===== config.mk =====
export PLATFORM = sky130hd
export DESIGN_NAME = spike_readout
export DESIGN_NICKNAME = d
export VERILOG_FILES = /design/src/rtl/snn_readout_pkg.sv /design/src/rtl/onehot_to_index.sv /design/src/rtl/spike_readout.sv
export SDC_FILE = /design/constraint.sdc
export NUM_CORES = 1
export LEC_CHECK = 0
export BUFFER_PORTS_ARGS = -buffer_cell sky130_fd_sc_hd__buf_2
export CORE_MARGIN = 2
export CORE_UTILIZATION = 42
export CTS_CLUSTER_SIZE = 24
export DETAILED_ROUTE_END_ITERATION = 10
export PLACE_DENSITY = 0.6
export SLEW_MARGIN = 40
export SYNTH_ARGS = -nofsm -noshare
export SYNTH_HDL_FRONTEND = slang
export SYNTH_HIERARCHICAL = 1
export SYNTH_SLANG_ARGS = --single-unit

===== constraint.sdc =====
create_clock -name i_clk -period 12.92 [get_ports i_clk]
set_input_delay 1.292 -clock i_clk [delete_from_list [all_inputs] [get_ports i_clk]]
set_output_delay 1.292 -clock i_clk [all_outputs]
set_load 0.05 [all_outputs]

===== src/rtl/snn_readout_pkg.sv =====
// Shared types and widths for the spike readout block: FSM encoding,
// class-index width and accuracy-statistics width.
package snn_readout_pkg;

  typedef enum logic [1:0] {
    IDLE   = 2'd0,
    COUNT  = 2'd1,
    DECIDE = 2'd2,
    REPORT = 2'd3
  } state_t;

  localparam int unsigned CLASS_W = 4;
  localparam int unsigned STAT_W  = 16;

  function automatic logic [STAT_W-1:0] sat_inc(input logic [STAT_W-1:0] val);
    return (val == '1) ? val : val + 1'b1;
  endfunction

endpackage


===== src/rtl/onehot_to_index.sv =====
// One-hot (bit k = index k, k starting at 1) to binary index, with a flag
// that is high only when exactly one bit is set.
module onehot_to_index #(
  parameter int unsigned P_N     = 10,
  parameter int unsigned P_IDX_W = 4
) (
  input  logic [P_N:1]       onehot,
  output logic [P_IDX_W-1:0] index,
  output logic               valid
);

  always_comb begin
    index = '0;
    for (int unsigned k = 1; k <= P_N; k++) begin
      if (onehot[k]) index = P_IDX_W'(k);
    end
    valid = ($countones(onehot) == 1);
  end

endmodule


===== src/rtl/spike_readout.sv =====
// Counts per-class output spikes over a fixed window, picks the winning class
// (lowest index on ties), compares it with the latched label and keeps stats.
module spike_readout
  import snn_readout_pkg::*;
#(
  parameter int unsigned P_N      = 10,
  parameter int unsigned P_WINDOW = 400,
  parameter int unsigned P_CNT_W  = 8
) (
  input  logic                i_clk,
  input  logic                i_rst,
  input  logic                i_start,
  input  logic [P_N:1]        i_spike,
  input  logic [P_N:1]        i_label,
  input  logic                i_clear_stats,
  output logic                o_busy,
  output logic                o_valid,
  output logic [CLASS_W-1:0]  o_class,
  output logic                o_correct,
  output logic                o_no_spike,
  output logic [STAT_W-1:0]   o_total_cnt,
  output logic [STAT_W-1:0]   o_hit_cnt
);

  state_t               state;
  logic [P_CNT_W-1:0]   cnt [1:P_N];
  logic [P_N:1]         label_q;
  logic [15:0]          win_cnt;
  logic [CLASS_W-1:0]   scan_idx;
  logic [CLASS_W-1:0]   max_idx;
  logic [P_CNT_W-1:0]   max_val;
  logic [P_CNT_W-1:0]   cur_cnt;
  logic [CLASS_W-1:0]   label_idx;
  logic                 label_ok;
  logic                 hit_now;

  onehot_to_index #(
    .P_N     (P_N),
    .P_IDX_W (CLASS_W)
  ) u_label_idx (
    .onehot (label_q),
    .index  (label_idx),
    .valid  (label_ok)
  );

  always_comb begin
    cur_cnt = '0;
    for (int unsigned k = 1; k <= P_N; k++) begin
      if (CLASS_W'(k) == scan_idx) cur_cnt = cnt[k];
    end
    // max_idx stays 0 when nothing spiked, so a zero winner never matches
    hit_now = label_ok && (label_idx == max_idx) && (max_val != '0);
  end

  always_ff @(posedge i_clk or posedge i_rst) begin
    if (i_rst) begin
      state       <= IDLE;
      for (int unsigned k = 1; k <= P_N; k++) cnt[k] <= '0;
      label_q     <= '0;
      win_cnt     <= '0;
      scan_idx    <= '0;
      max_idx     <= '0;
      max_val     <= '0;
      o_busy      <= 1'b0;
      o_valid     <= 1'b0;
      o_class     <= '0;
      o_correct   <= 1'b0;
      o_no_spike  <= 1'b0;
      o_total_cnt <= '0;
      o_hit_cnt   <= '0;
    end else begin
      o_valid <= 1'b0;
      case (state)
        IDLE: begin
          if (i_start) begin
            for (int unsigned k = 1; k <= P_N; k++) cnt[k] <= '0;
            label_q <= i_label;
            win_cnt <= 16'(P_WINDOW - 1);
            state   <= COUNT;
            o_busy  <= 1'b1;
          end
        end
        COUNT: begin
          if (i_start) begin
            for (int unsigned k = 1; k <= P_N; k++) cnt[k] <= '0;
            label_q <= i_label;
            win_cnt <= 16'(P_WINDOW - 1);
          end else begin
            for (int unsigned k = 1; k <= P_N; k++) begin
              if (i_spike[k] && (cnt[k] != '1)) cnt[k] <= cnt[k] + 1'b1;
            end
            if (win_cnt == '0) begin
              state    <= DECIDE;
              scan_idx <= CLASS_W'(1);
              max_idx  <= '0;
              max_val  <= '0;
            end else begin
              win_cnt <= win_cnt - 1'b1;
            end
          end
        end
        DECIDE: begin
          if (cur_cnt > max_val) begin
            max_val <= cur_cnt;
            max_idx <= scan_idx;
          end
          if (scan_idx == CLASS_W'(P_N)) state <= REPORT;
          else                           scan_idx <= scan_idx + 1'b1;
        end
        REPORT: begin
          o_valid     <= 1'b1;
          o_class     <= max_idx;
          o_correct   <= hit_now;
          o_no_spike  <= (max_val == '0);
          o_total_cnt <= sat_inc(o_total_cnt);
          if (hit_now) o_hit_cnt <= sat_inc(o_hit_cnt);
          state       <= IDLE;
          o_busy      <= 1'b0;
        end
        default: state <= IDLE;
      endcase
      // Placed after the FSM so a clear coinciding with REPORT takes priority
      if (i_clear_stats) begin
        o_total_cnt <= '0;
        o_hit_cnt   <= '0;
      end
    end
  end

endmodule


After elaboration in Yosys (flattened, before gate mapping)
Index checks and enable logic that the tools add are counted.
W data, S select, Z words.

storage, ports and cells
  register bits = 164
  input port bits = 24
  output and inout bits = 40
  word-level logic and storage cells = 198

operators by class
  add/subtract/negate cells = 23
  magnitude comparators = 1
  equality and inequality tests = 47
  multiplexer cells = 64
  reduce and logical (&&, ||, !) cells = 40

operators by type and width
  kind                     count
  $mux W8                  23
  $mux W16                 10
  $mux W80                 2
  $pmux W80 S2             1
  $add A32 B32 Y32         4
  $add A8 B1 Y8 const B    10
  $ne A8 B8 Y1 const B     10
  $mux W4                  9
  $reduce_and A3 Y1        12
  $ne A3 B3 Y1 const B     11
  $add A16 B1 Y16 const B  2
  $eq A16 B16 Y1 const B   2
  $eq A32 B2 Y1 const B    1
  $pmux W16 S2             1
  $eq A3 B4 Y1 const A     4
  $logic_not A16 Y1        1
  $ne A2 B2 Y1 const B     8
  $pmux W4 S2              2
  $pmux W8 S2              1
  $sub A16 B1 Y16 const B  1
  $eq A4 B4 Y1 const A     3
  $logic_and A1 B1 Y1      12
  $mux W2                  6
  $mux W3                  4
  19 further kinds         35

Logic depth before layout (Yosys ltp)
Gate-level depths: netlist (run 1).

  depth in word-level cells = 16
  gate-level depth with buffers = 17
  gate-level depth less buffers = 14

By module
The synthesis (run 1) kept the hierarchy.

by module, submodules not included
  module           times used  cells an instance  area an instance (um^2)  sequential area each (um^2)
  spike_readout    1           1,007              8,987.4                  4,103.9
  onehot_to_index  1           37                 327.8                    0.0

Worst setup path before layout (run 1)
No wires, ideal clock.

  path kind = register to register
  start = register label_q[1] (netlist name)
  end = register o_hit_cnt[5]
  setup time = 132 ps
  arrival = 4,035 ps
  required time = 12,788 ps
  slack = 8,753 ps
  stages on the path, launching flop included = 16
  buffers on the path = 1
  period minus slack after synthesis = 4,167 ps
  cell sequence = dfrtp_1 > fa_1 > fa_1 > inv_1 > fa_1 > fa_1 > fa_1 > nor2_1 > a31oi_1 > nor4b_2 > o2111a_1 > o211ai_1 > clkbuf_1 > nor3_1 > xnor2_1 > nor2_1

on the way
  elaborated cells between the ends (all ways) = 20
  classes of those cells = 4 x add/sub; 2 x eq/ne; 10 x mux; 4 x reduce/logical

RTL lines
  item                                                  RTL line               source
  start, declared                                       spike_readout.sv:27    logic [P_N:1] label_q;
  start signal, assigned                                spike_readout.sv:77    label_q <= i_label;
  start signal, assigned                                spike_readout.sv:86    label_q <= i_label;
  $add A1 B1 Y2 (not written as such)                   onehot_to_index.sv:17  valid = ($countones(onehot) == 1);
  $add A32 B32 Y32 (not written as such) (3 in series)  onehot_to_index.sv:17
  $eq A32 B2 Y1                                         onehot_to_index.sv:17
  named net label_ok                                    spike_readout.sv:34    logic label_ok;
  $logic_and A1 B1 Y1 (2 in series)                     spike_readout.sv:52    hit_now = label_ok && (label_idx == max_idx) && (max_val != '0);
  $reduce_bool A2 Y1 (no source line)                   n/a
  $reduce_and A3 Y1 (no source line)                    n/a
  end signal, assigned                                  spike_readout.sv:116   if (hit_now) o_hit_cnt <= sat_inc(o_hit_cnt);
  end, declared                                         spike_readout.sv:22    output logic [STAT_W-1:0] o_hit_cnt

The timed path passes the listed nets, and every way through them passes these cells.
A chain may end at the register's enable or synchronous reset.

Final worst setup path (run 1)
  start = register label_q[2] (netlist name)
  end = register o_hit_cnt[11]

Same word-level chain as after synthesis.

==> flow_summary.ini, run 1 <==
[status]
run_status = completed

[setup_path]
critPathRequiredTime_ns = 13.20
crit_arrival_ns = 4.99
path_cells = fa_1 -> fa_1 -> inv_1 -> fa_1 -> fa_1 -> fa_1 -> nor2_1 -> a31oi_1 -> nor4b_2 -> o2111a_1 -> o211ai_1 -> buf_2 -> buf_2 -> nor4_1 -> xnor2_1 -> nor2_1
max_stage_delay_ns = 0.51
r2r-end = o_hit_cnt[11]
timing.rr.start = label_q[2]
critPathLaunchType = flop
cp_common_cell = fa_1
r2r_slack_ns = 8.21
path_max_fanout = 7
end_kind = flop
cp_slowest_cell = fa_1
worstSetupPathType = reg2reg
reg2reg_depth = 16

[clock_network]
cts.sinks = 164
root_buffer = clkbuf_16
worst_skew_pair.late_latency_ns = 0.43
cts_inserted_buffers = 17
cts_setup_buffers = 0
cts-hold-fix-buffers = 0
cts_buffer_depth = 2
htree_levels = 4
cts-resized-gates = 0
clk_pin_slew_worst_paths_ns = 0.07
cts_tree = yes

[yosys]
syn_inst = 1044
async_reset_ff_share_pct = 100
synth-edff-count = 0
synthFlopType = dfrtp_1
synth_area_sq_um = 9320
synth_nets = 1109
synth_simple_gate_area_share_pct = 22.7
synth_mux_area_share_pct = 3.32
synth.distinct_cells = 61
synth_compound_gate_area_share_pct = 15.1
synth_seq_cells = 164
postSynthAreaPerCell_sq_um = 8.92
ys.warnings.count = 6
synthAdderAreaFrac_pct = 5.99
synth-xor-area-share_pct = 5.45
synth_seq_area_share_pct = 44.1
synth_top_family_by_area = simple AND/OR/NAND/NOR gates

[finish]
antennaDiodeCount = 0
syn2layout_area_growth_pct = 13.1
layout-drive-gt1-share_pct = 13.3
layout.nets = 1162
fill_cells = 2120
fin_area_sq_um = 10500

[die]
die_height_um = 153
die-area_sq_um = 23400
core_sq_um = 21800
pin_count = 64
rows = 54
die_w_um = 153
start_util_pct = 42.7

[global_routing]
grt_pass1_vias = 7387
gr-usage-all-layers_pct = 20.1
grt_max_degree = 68
antenna_found_initial = 0
grt_pass1_wl_mm = 38.3
grt_overflow = 0

[detailed_routing]
drt-pass1-iter-count = 5
vias = 7686
avgViaCountPerCell = 5.53
wl_mm = 23.0
drt_iter0_markers = 456
ant_nets = 0
wl_per_cell_um = 16.6
drcViolationCount = 0

[timing]
drv_slew = 0
fin_setup_tns_ns = 0
max-slew-margin-rel_pct = 48.3
rsz0062_at_grt = no
fmax_mhz = 212
finalCritPeriodShare_pct = 36.4
hold_viol_final = 0
finalSetupViolCount = 0
period_minus_slack_ns = 4.71
fin_worst_skew_ns = 0.0268
tightest_slew_ns = 0.773
timing.hold.ws_ns = 0.506

[place]
hpwl_mm = 15.7
port_buffers = 63
place.gp.congestion = 0.859
placed_area_sq_um = 9920

[pwr]
p_leak_nw = 4.68
power_density_nw_per_um2 = 198
power_mw = 2.09
peakVddDrop_mv = 0.125

[run]
maxCapViolCount = 0

[hold_path]
min_from = o_class[0]
worstHoldEndpoint = o_class[0]
hold_class = reg2reg
hold_depth = 1
-- worst max path at each step --
| stage | from | endpoint | slack [ns] | depth (start not counted) |
|---|---|---|---|---|
| 4_1_cts | label_q[1] | o_hit_cnt[11] | 8.22 | 16 |
| 3_5_place_dp | label_q[1] | o_hit_cnt[11] | 8.27 | 16 |
| 2_1_floorplan | i_rst | cnt[0] | 7.19 | 1 |
| 5_1_grt | label_q[1] | o_hit_cnt[11] | 7.92 | 16 |
| 3_3_place_gp | label_q[1] | o_hit_cnt[15] | 8.32 | 14 |
| 6_report | label_q[2] | o_hit_cnt[11] | 8.21 | 16 |
-- layout by cell type, fill, tap and decap left out, types with 14 or more instances in the layout --
cell type and n:
dfrtp_1 164, nor2_1 140, nand2_1 103, buf_2 65, o21ai_0 63, a21oi_1 60
nand3_1 55, inv_1 42, nor3_1 39, xor2_1 36, ha_1 34, a31oi_1 26
xnor2_1 22, mux2_2 22, and3_1 21, nand4_1 18, clkbuf_16 17, o31ai_1 15
a22o_1 14, a221oi_1 14
-- registers in the layout (all words and copies together) (netlist names), 2 cells and up --
name,flops
cnt,80
o_hit_cnt,16
o_total_cnt,16
win_cnt,16
label_q,10
max_val,8
max_idx,4
o_class,4
scan_idx,4
state,2
-- cells in the mapped netlist, types with 3 or more instances --
library cell  number  share of area [%]
a21o_1             4               0.32
mux2_2            22                2.7
ha_1              35                4.7
a31oi_1           26                1.7
a21oi_1           60                3.2
clkbuf_1          33                1.3
a22o_1            14                1.3
nand2_1          104                4.2
o31ai_1           15                1.2
o21ai_1            3               0.16
or2_2              6               0.40
fa_1               6                1.3
or4_1              4               0.32
o21ai_0           63                3.4
mux2i_1            5               0.54
inv_1             44                1.8
nor4_1             6               0.40
a221oi_1          14                1.3
xnor2_1           22                2.1
and4_1             5               0.47
nand3_1           55                3.0
xor2_1            36                3.4
nor2_1           141                5.7
o22ai_1            8               0.54
nor3_1            39                2.1
nor2b_1           14               0.94
dfrtp_1          164                 44
and3_1            21                1.4
or3_1              9               0.60
nor3b_1            8               0.64
nand4_1           18                1.2
buf_1              3               0.12
nand2b_1           4               0.27
-- critical path, delay by kind of cell, from the launching register on --
family,cells,cell delay (ns)
flops,1,0.43
simple gates,4,0.70
buf+inv,3,0.44
fa+ha+maj,5,2.28
compound gates,3,0.55
xor+xnor,1,0.16
-- layer usage --
metal / up-vias / wire length [um] / GRT usage [%]
met3: 21 / 885 / 4.08
met2: 166 / 10800 / 31.8
li1: 3819 / - / -
met5: - / 0 / 0
met1: 3680 / 11100 / 28.5
met4: 0 / 305 / 4.85
-- through the flow --
| step | util [%] | std cells | setup WS, ns |
|---|---|---|---|
| after CTS | 48.3 | 1390 | 8.22 |
| final | 48.3 | 1390 | 8.21 |
| after global routing | 48.3 | 1390 | 7.92 |
| after floorplan | - | 1044 | 7.19 |
| after detailed placement | 45.4 | 1358 | 8.27 |
| after global placement | 45.4 | 1356 | 8.32 |
-- kinds of logic (layout without fill, tap and decap cells) --
logic type                 after synthesis  count (layout)
and+or+nand+nor                        445             445
DFF                                    164             164
muxes                                   28              28
xor gates and xnor gates                58              58
AOI/OAI and AO/OA                      226             226
buffers and inverters                   82             148
adders and majority gates               41              41
-- final cells by class --
class / count / area [sq um] / area share [%]
Clock buffer: 21 / 470 / 4.47
Clock inverter: 11 / 150 / 1.43
Inverter: 44 / 170 / 1.62
Multi-Input combinational cell: 798 / 4910 / 46.6
Sequential cell: 164 / 4100 / 39.0
Tap cell: 280 / 350 / 3.33
Timing Repair Buffer: 72 / 378 / 3.59
-- where the power goes --
part	switching [mW]	internal, mW	total [mW]	leakage, nW
clock	0.213	0.321	0.534	0.300
sequential	0.0728	0.579	0.652	2.21
combinational	0.562	0.340	0.902	2.17
total	0.848	1.24	2.09	4.68
Power figures use the tool's default switching activity.
==> run 2, diff against run 1 <==
- clock period: 12.92 -> 4.8 ns (I/O delays scaled with it)
==> flow_summary.ini, run 2 (synthesis gave the netlist of run 1 again) <==
[status]
run_status = completed

[timing]
hold_viol_final = 0
setup_ws_ns = 0.437
drv_slew = 0
fin_worst_skew_ns = 0.00978
rsz0062_at_grt = no
period_minus_slack_ns = 4.36
finalSetupViolCount = 0
fmax_mhz = 229
finalCritPeriodShare_pct = 90.9
fin_setup_tns_ns = 0
max-slew-margin-rel_pct = 46.1
tightest_slew_ns = 0.807

[finish]
fin_area_sq_um = 10500
antennaDiodeCount = 0
layout.nets = 1162
largest_register_ffs = 80
syn2layout_area_growth_pct = 12.9
largest-register = cnt
final_cell_mix = dfrtp_1 (164), nor2_1 (140), nand2_1 (103)
final_common_cell = dfrtp_1
fin_util_pct = 48.2
layout-drive-gt1-share_pct = 13.2
fill_cells = 2115

[pwr]
p_sw_mw = 2.29
p_clk_share_pct = 24.7
p_leak_nw = 4.66
peakVddDrop_mv = 0.332
switching_share_pct = 41.4
pwr-share-seq_pct = 31.6
p_int_mw = 3.24
power_frac_comb_pct = 43.7
power_density_nw_per_um2 = 526

[setup_path]
cp_common_cell = fa_1
worstSetupPathType = reg2reg
cp_top_family = adder cells
end_kind = flop
path_cells = fa_1 -> fa_1 -> inv_1 -> fa_1 -> fa_1 -> fa_1 -> nor2_1 -> a31oi_1 -> nor4b_2 -> o2111a_1 -> o211ai_1 -> buf_4 -> nor4_1 -> xnor2_1 -> nor2_1
max_stage_delay_ns = 0.52
path_max_fanout = 15
critPathLaunchType = flop
cp_slowest_cell = fa_1
cp_num_buf_inv = 2
critPathRequiredTime_ns = 5.09
crit_arrival_ns = 4.65

[global_routing]
grt_pass1_wl_mm = 38.0
grt_pass1_vias = 7283
antenna_found_initial = 0
gr-usage-all-layers_pct = 20.0
grt_max_degree = 100
grt_overflow = 0

[run]
maxCapViolCount = 0

[die]
die_height_um = 153
die_w_um = 153
die-area_sq_um = 23400
pin_count = 64
rows = 54
core_sq_um = 21800
start_util_pct = 42.7

[detailed_routing]
vias = 7820
ant_nets = 0
wl_mm = 22.9
drt_iter0_markers = 417
avgViaCountPerCell = 5.63
drt-pass1-iter-count = 5
wl_per_cell_um = 16.5
drcViolationCount = 0

[clock_network]
cts_inserted_buffers = 17
root_buffer = clkbuf_16
cts.sinks = 164
cts_tree = yes
cts_setup_buffers = 0
worst_skew_pair.late_latency_ns = 0.43
cts_buffer_depth = 2
clk_pin_slew_worst_paths_ns = 0.07
htree_levels = 4

[place]
placed_area_sq_um = 9920
hpwl_mm = 15.5
port_buffers = 63
place.gp.congestion = 0.818
pre_cts_ws_ns = 0.426

[hold_path]
hold_class = in2reg
==> run 2: changes by cell type in the layout (fill, tap and decap cells not counted) <==
cell and change:
buf_2 -2, buf_6 +1, dlygate4sd3_1 +1, clkbuf_1 -1, buf_12 +1, buf_4 -1, clkinvlp_4 +3, inv_8 +1
ha_2 -1, bufinv_16 -1, clkbuf_8 -3, ha_1 +1
==> run 2: power by group through the flow <==
stage,logic (mW),clock network [mW],registers (mW)
CTS,2.43,1.40,1.75
detailed placement,2.40,0,1.77
finish,2.42,1.37,1.75
global placement,2.39,0,1.77
floorplan,1.74,0,1.82
global route,2.70,1.45,1.78
==> run 2: stage by stage <==
stage / hold WS, ns / power (mW) / std cells
6_report: 0.278 / 5.53 / 1389
3_5_place_dp: 0.397 / 4.18 / 1357
4_1_cts: 0.257 / 5.57 / 1389
3_3_place_gp: 0.396 / 4.15 / 1357
5_1_grt: 0.260 / 5.93 / 1389
2_1_floorplan: 0.466 / 3.57 / 1044
==> run 2: final timing paths <==
check | slack, ns | start | cells past startpoint | to
min reg2reg | 0.48 | o_correct | 1 | o_correct
max in group asynchronous | 3.51 | i_rst | 4 | cnt[50]
min in group asynchronous | 0.51 | i_rst | 3 | label_q[3]
min | 0.28 | i_label[5] | 2 | label_q[5]
max reg2reg | 0.44 | label_q[1] | 15 | o_hit_cnt[13]
max | 0.44 | label_q[1] | 15 | o_hit_cnt[13]
==> run 2: final cells by class <==
cell class,count,area [sq um],area share [%]
multi-input cells,798,4910,46.7
flip-flops and latches,164,4100,39.0
clock buffers,17,425,4.05
repair buffers,72,402,3.82
well taps,280,350,3.33
inverters,44,169,1.61
clock inverters,14,155,1.48
==> run 2: per-layer routing <==
layer	global-route usage, %	routed length [um]
met4	5.73	416
met2	31.7	10600
met3	3.69	987
met5	0	0
met1	28.3	10900
==> run 2: repair_timing <==
action                     CTS  global route
hold endpoints to repair     4             0
gates resized for setup      0             0
setup endpoints to repair    0             0
hold buffers                 1             0
